--- src/rtl/fetch_pkg.sv ---
// Shared types and constants for the instruction-fetch block.
package fetch_pkg;

    localparam int ADDR_W_DEF = 64;
    localparam int INST_W_DEF = 32;

    // Low address bits forced on every fetch so requests are word aligned
    localparam logic [1:0] WORD_OFS = 2'b00;

    typedef enum logic [1:0] {
        IDLE  = 2'd0,
        WAIT  = 2'd1,
        DRAIN = 2'd2
    } fetch_state_e;

endpackage

--- src/rtl/fetch_unit_fifo.sv ---
// Small queue of fetched {pc, inst} pairs between memory and decode.
module fetch_fifo
    import fetch_pkg::*;
#(
    parameter int ADDR_W = ADDR_W_DEF,
    parameter int INST_W = INST_W_DEF,
    parameter int DEPTH  = 2
) (
    input  logic                     clk,
    input  logic                     reset,
    input  logic                     push,
    input  logic [ADDR_W-1:0]        push_pc,
    input  logic [INST_W-1:0]        push_inst,
    input  logic                     pop,
    input  logic                     flush,
    output logic [$clog2(DEPTH):0]   count,
    output logic                     empty,
    output logic [ADDR_W-1:0]        head_pc,
    output logic [INST_W-1:0]        head_inst
);

    localparam int PTR_W = $clog2(DEPTH);

    logic [ADDR_W-1:0] pc_mem   [DEPTH];
    logic [INST_W-1:0] inst_mem [DEPTH];
    logic [PTR_W-1:0]  wr_ptr;
    logic [PTR_W-1:0]  rd_ptr;
    logic              do_push;
    logic              do_pop;

    assign do_push   = push & ~flush;
    assign do_pop    = pop & ~flush & ~empty;
    assign empty     = (count == '0);
    assign head_pc   = pc_mem[rd_ptr];
    assign head_inst = inst_mem[rd_ptr];

    // Pointers and occupancy; flush empties the queue and beats any push/pop
    always_ff @(posedge clk) begin
        if (reset || flush) begin
            wr_ptr <= '0;
            rd_ptr <= '0;
            count  <= '0;
        end else begin
            if (do_push) wr_ptr <= wr_ptr + 1'b1;
            if (do_pop)  rd_ptr <= rd_ptr + 1'b1;
            case ({do_push, do_pop})
                2'b10:   count <= count + 1'b1;
                2'b01:   count <= count - 1'b1;
                default: ;
            endcase
        end
    end

    // Entry storage; cleared on reset so the head reads zero before any fetch
    always_ff @(posedge clk) begin
        if (reset) begin
            for (int i = 0; i < DEPTH; i++) begin
                pc_mem[i]   <= '0;
                inst_mem[i] <= '0;
            end
        end else if (do_push) begin
            pc_mem[wr_ptr]   <= push_pc;
            inst_mem[wr_ptr] <= push_inst;
        end
    end

endmodule

--- src/rtl/fetch_unit.sv ---
// Instruction fetch: one outstanding memory request, buffered results to decode.
module fetch_unit
    import fetch_pkg::*;
#(
    parameter int ADDR_W = ADDR_W_DEF,
    parameter int INST_W = INST_W_DEF,
    parameter int DEPTH  = 2
) (
    input  logic              clk,
    input  logic              reset,
    input  logic [ADDR_W-1:0] pc_in,
    output logic              pc_advance,
    input  logic              redirect,
    output logic              imem_req,
    output logic [ADDR_W-1:0] imem_addr,
    input  logic              imem_gnt,
    input  logic              imem_rvalid,
    input  logic [INST_W-1:0] imem_rdata,
    output logic              inst_valid,
    output logic [INST_W-1:0] inst_out,
    output logic [ADDR_W-1:0] inst_pc,
    input  logic              inst_ready
);

    localparam int CNT_W = $clog2(DEPTH) + 1;

    fetch_state_e      state;
    logic [ADDR_W-1:0] req_pc;
    logic [CNT_W-1:0]  fifo_count;
    logic [CNT_W-1:0]  credit;
    logic              fifo_empty;
    logic              push;
    logic              pop;
    logic              stale_rsp;

    // The in-flight request reserves a slot so its response always fits
    assign credit     = fifo_count + CNT_W'(state == WAIT);
    assign imem_req   = ~reset & (state == IDLE) & ~redirect & (credit < CNT_W'(DEPTH));
    assign imem_addr  = {pc_in[ADDR_W-1:2], WORD_OFS};
    assign pc_advance = imem_req & imem_gnt;
    assign push       = (state == WAIT) & imem_rvalid & ~redirect;
    assign pop        = inst_valid & inst_ready;
    assign inst_valid = ~fifo_empty;

    fetch_fifo #(
        .ADDR_W (ADDR_W),
        .INST_W (INST_W),
        .DEPTH  (DEPTH)
    ) u_fifo (
        .clk       (clk),
        .reset     (reset),
        .push      (push),
        .push_pc   (req_pc),
        .push_inst (imem_rdata),
        .pop       (pop),
        .flush     (redirect),
        .count     (fifo_count),
        .empty     (fifo_empty),
        .head_pc   (inst_pc),
        .head_inst (inst_out)
    );

    // Fetch FSM: issue, wait for the response, or drain one killed by redirect
    always_ff @(posedge clk) begin
        if (reset) begin
            state <= IDLE;
        end else begin
            case (state)
                IDLE: begin
                    assert (!imem_rvalid || stale_rsp)
                        else $error("fetch_unit: rvalid with no outstanding request");
                    if (pc_advance) state <= WAIT;
                end
                WAIT: begin
                    if (imem_rvalid)   state <= IDLE;
                    else if (redirect) state <= DRAIN;
                end
                DRAIN: begin
                    if (imem_rvalid) state <= IDLE;
                end
                default: state <= IDLE;
            endcase
        end
    end

    // Remember a request abandoned by reset so its late response is tolerated
    always_ff @(posedge clk) begin
        if (reset) begin
            if (state != IDLE) stale_rsp <= 1'b1;
        end else if (imem_rvalid || pc_advance) begin
            stale_rsp <= 1'b0;
        end
    end

    // Capture the granted fetch PC to tag the returning instruction
    always_ff @(posedge clk) begin
        if (pc_advance) req_pc <= pc_in;
    end

endmodule

--- config.mk ---
export PLATFORM = sky130hd
export DESIGN_NAME = fetch_unit
export DESIGN_NICKNAME = d
export VERILOG_FILES = /design/src/rtl/fetch_pkg.sv /design/src/rtl/fetch_unit_fifo.sv /design/src/rtl/fetch_unit.sv
export SDC_FILE = /design/constraint.sdc
export NUM_CORES = 1
export LEC_CHECK = 0
export BUFFER_PORTS_ARGS = -buffer_cell sky130_fd_sc_hd__buf_4
export CORE_MARGIN = 8
export CORE_UTILIZATION = 40
export CTS_BUF_LIST = sky130_fd_sc_hd__clkbuf_2 sky130_fd_sc_hd__clkbuf_4 sky130_fd_sc_hd__clkbuf_8
export DETAILED_ROUTE_END_ITERATION = 10
export PLACE_DENSITY = 0.68
export REMOVE_ABC_BUFFERS = 1
export SYNTH_ARGS = -nofsm -noshare
export SYNTH_HDL_FRONTEND = slang
export SYNTH_HIERARCHICAL = 1
export SYNTH_SLANG_ARGS = --single-unit
--- constraint.sdc ---
create_clock -name clk -period 5.4 [get_ports clk]
set_clock_uncertainty 0.05 [all_clocks]
set_input_delay 0.27 -clock clk [delete_from_list [all_inputs] [get_ports clk]]
set_output_delay 0.27 -clock clk [all_outputs]
set_load 0.005 [all_outputs]
==> impl_summary.log <==
[metrics] outcome: completed
[metrics] Avg Cell Area, Syn: 15.8 sq um
[metrics] Crit Path Max Fanout: about 110
[metrics] largest family of logic cells by synthesized area: simple AND/OR/NAND/NOR gates
[metrics] xor and xnor fraction of the mapped netlist area: 0.315%
[metrics] clock slew seen by the registers of the worst setup and hold paths: ~0.06 ns
[metrics] final net count: around 1100
[metrics] unrepaired setup endpoints after global routing: no
[metrics] Clk network pwr share: 39.0%
[metrics] async set-reset flop share out of synthesis: 0%
[metrics] most area-consuming cells after synthesis: edfxtp_1 (69%), and3_1 (11%), mux2_2 (9.7%)
[metrics] arithmetic-cell share of the synthesized area counting full adders, half adders and majority gates: 0.112%
[metrics] clock latency on the worst-skew pair: around 0.53 ns
[metrics] initial cell density of the core: about two fifths
[metrics] most common cell after layout, fill and taps aside: buf_4
[metrics] sequential area share after synthesis: 70.3%
[metrics] Critical Path Source Type: register
[metrics] number of warnings issued by yosys: 6
[metrics] number of flops mapped to enable cells by yosys: between 200 and 300
[metrics] final number of setup-violating endpoints: 0
[metrics] worst hold path class: in2reg
[metrics] kind of capture point of the worst setup path: register
[metrics] CTS tree: done
[metrics] sequential share of power: between 50% and 60%
[metrics] die outline area: approximately 0.033 sq mm
[metrics] Highest Clock Rate: roughly 0.31 GHz
[metrics] Die Width: 183 microns
[metrics] hold violation count in the final report: 0
[metrics] first-pass iteration count of the detailed router: 4
[metrics] wire length of the first global-routing pass: roughly 40000 microns
[metrics] total clock buffers created by CTS: 44
[metrics] crit share post-route: 59.4%
[metrics] mux cell area share after synthesis: approximately 9.7%
[metrics] share of total power in combinational logic: 7.5%
[metrics] post-synth top area share: 69.0%
[metrics] wire length per cell after detailed routing: around 18 microns
[metrics] area fraction in compound gates after synthesis: less than 1%
[metrics] Vias per Instance: slightly below 5
[metrics] number of buffers on the longest clock path: 3
[metrics] layout cell share with drive strength beyond 1: between 40 and 50%
[metrics] simple-gate share of the synthesized area: 12.1%
[metrics] remaining global-route overflow: 0
[metrics] CTS root buffer: clkbuf_8
[metrics] Setup WS post-layout: between 2 and 2.5 ns
[metrics] number of global-route vias before repair: 7355
[metrics] final antenna-violating net count: 0
[metrics] fill cell count: ~2200
[metrics] initial antenna violation count: 0
[metrics] Total Routed Length: around 26000 microns
[metrics] Reg2Reg Depth: 6
[metrics] cell depth of the worst min-delay path: 3
[metrics] post-synthesis to final-layout area growth: 32.4%
[metrics] total of buffers placed on input and output ports: ~260
[metrics] Max Cap Viol: 0
[metrics] maximum ir drop on the vdd rail: 0.000239 V
[metrics] DP Worst Slack: 2.16 ns
[metrics] Final min period: roughly 3.2 ns
[metrics] Slew @ Worst Pin: about 1.1 ns
[metrics] commonest cells after routing, fill and taps aside: buf_4 (271), edfxtp_1 (256), and3_1 (192)
[metrics] internal power: ~3.4 mW
[metrics] antenna diode count: 0
[metrics] Power Density: 294 mW/mm^2
[metrics] Sinks on Clock Net: roughly 260
[metrics] critical setup path kind: reg2reg
[metrics] number of remaining DRC errors: 0
[metrics] number of distinct standard cells referenced by the synthesized netlist: 30
[metrics] data arrival time of the critical path: around 3.5 ns
[metrics] power dissipated by switching net loads: 0.911 mW
[metrics] Tot Pwr: roughly 4.3 mW
[metrics] initial detailed-routing violation count: 335
[metrics] library cell occupying the most area in the post-synthesis netlist: edfxtp_1
[metrics] combined global-route utilization of all metal layers: between 10% and 20%
[metrics] setup repair bufs after CTS: 0
[metrics] Primary FF master, synth: edfxtp_1
[metrics] number of H-tree levels: 2
[metrics] area of the mapped netlist: 0.0111 sq mm
[metrics] number of primary I/O pins: roughly 270
[metrics] flops & latches, synth: 263
[metrics] vertical die dimension: approximately 180 microns
[metrics] Slew Limit Fails: 0
[metrics] data required time at the worst endpoint: around 5.7 ns
[metrics] proportion of total power due to net switching: 21.0%
[metrics] Cells after Synth: ~700
[metrics] last weighted congestion value of the routability-driven placer: ~0.72
[metrics] standard-cell row count: 61
[metrics] core footprint: between 0.02 and 0.03 sq mm
[metrics] DPL Wire Length: roughly 15000 microns
[metrics] Max-slew headroom: between 20 and 30%
[metrics] static power due to leakage: about 6.5 nW
[metrics] DR vias: a little under 7000
[metrics] maximum number of pins on one net before global-route repair: roughly 110
-- cells by family (layout without fill, tap and decap cells) --
group                    Yosys count  after routing
buffers and inverters            119            448
AO/OA/AOI/OAI                      7              7
other                              1              2
multiplexers                      96             96
adder cells (fa/ha/maj)            1              1
AND/OR/NAND/NOR                  213            213
XOR/XNOR                           4              4
flip-flops                       263            263
-- repair_timing --
item,4_1_cts,5_1_grt
hold buffers,101,0
hold endpoints to repair,134,0
gates resized for setup,0,0
setup endpoints to repair,0,0
-- per-stage QoR --
stage | hold slack (ns) | TNS, ns | area, sq um | instances | util [%]
detailed placement | 0.400 | 0 | 12900 | 1236 | 46.7
global placement | 0.400 | 0 | 12900 | 1236 | 46.7
finish | 0.0674 | 0 | 14700 | 1412 | 53.4
floorplan | 0.293 | -39.19 | 10400 | 587 | -
global route | 0.0346 | 0 | 14700 | 1412 | 53.4
CTS | 0.0261 | 0 | 14700 | 1412 | 53.4
-- synth_stat cells, types with 2 or more instances --
library cell / n
a211oi_1: 2
a21o_1: 2
and3_1: 192
buf_2: 19
buf_4: 82
clkbuf_1: 16
dfxtp_1: 7
edfxtp_1: 256
mux2_2: 96
nand2b_1: 2
nor2_1: 2
nor2b_1: 2
nor3_1: 6
o21ai_0: 2
xnor2_1: 2
xor2_1: 2
-- worst max-delay path, cell delays in order, from the launching register on --
cell and delay (ns):
dfxtp_1 0.48, nand2_1 0.08, nor3_1 0.51, nor2b_4 0.25, buf_4 0.52, buf_4 0.75, and3_1 0.27
-- final cells by class --
class / count / area (sq um) / share of cell area [%]
Sequential cell: 263 / 7830 / 53.1
Timing Repair Buffer: 372 / 3050 / 20.6
Multi-Input combinational cell: 323 / 2560 / 17.4
Clock buffer: 62 / 753 / 5.11
Tap cell: 378 / 473 / 3.21
Clock inverter: 13 / 81.3 / 0.551
Inverter: 1 / 3.75 / 0.0254
-- final timing paths --
path / slack, ns / end / from
hold / removal: 0.07 / state[0] / imem_gnt
setup reg to reg: 2.19 / u_fifo/pc_mem[0][15] / state[0]
setup / recovery: 2.19 / u_fifo/pc_mem[0][15] / state[0]
hold reg to reg: 0.50 / u_fifo/pc_mem[1][31] / req_pc[31]
-- sequential cells by signal, indices dropped and copies added (netlist names), named ones only --
name	cells
req_pc	64
state	2
u_fifo/count	2
u_fifo/inst_mem	64
u_fifo/pc_mem	128
u_fifo/rd_ptr	1
u_fifo/wr_ptr	1
-- power by group through the flow --
stage / sequential (mW) / combinational (mW) / clock (mW)
detailed placement: 2.37 / 0.271 / 0
global placement: 2.36 / 0.269 / 0
finish: 2.32 / 0.327 / 1.69
global route: 2.33 / 0.353 / 1.84
CTS: 2.32 / 0.330 / 1.75
floorplan: 2.37 / 0.0720 / 0
-- metal layers --
metal  wire [microns]  vias up  track usage [%]
met3             1820       53             4.51
li1                 -     3201                -
met2            12900      237             25.8
met4              586        0             4.72
met5                0        -                0
met1            10800     3392             18.5
Note: power is estimated with default switching activity, not from simulation.
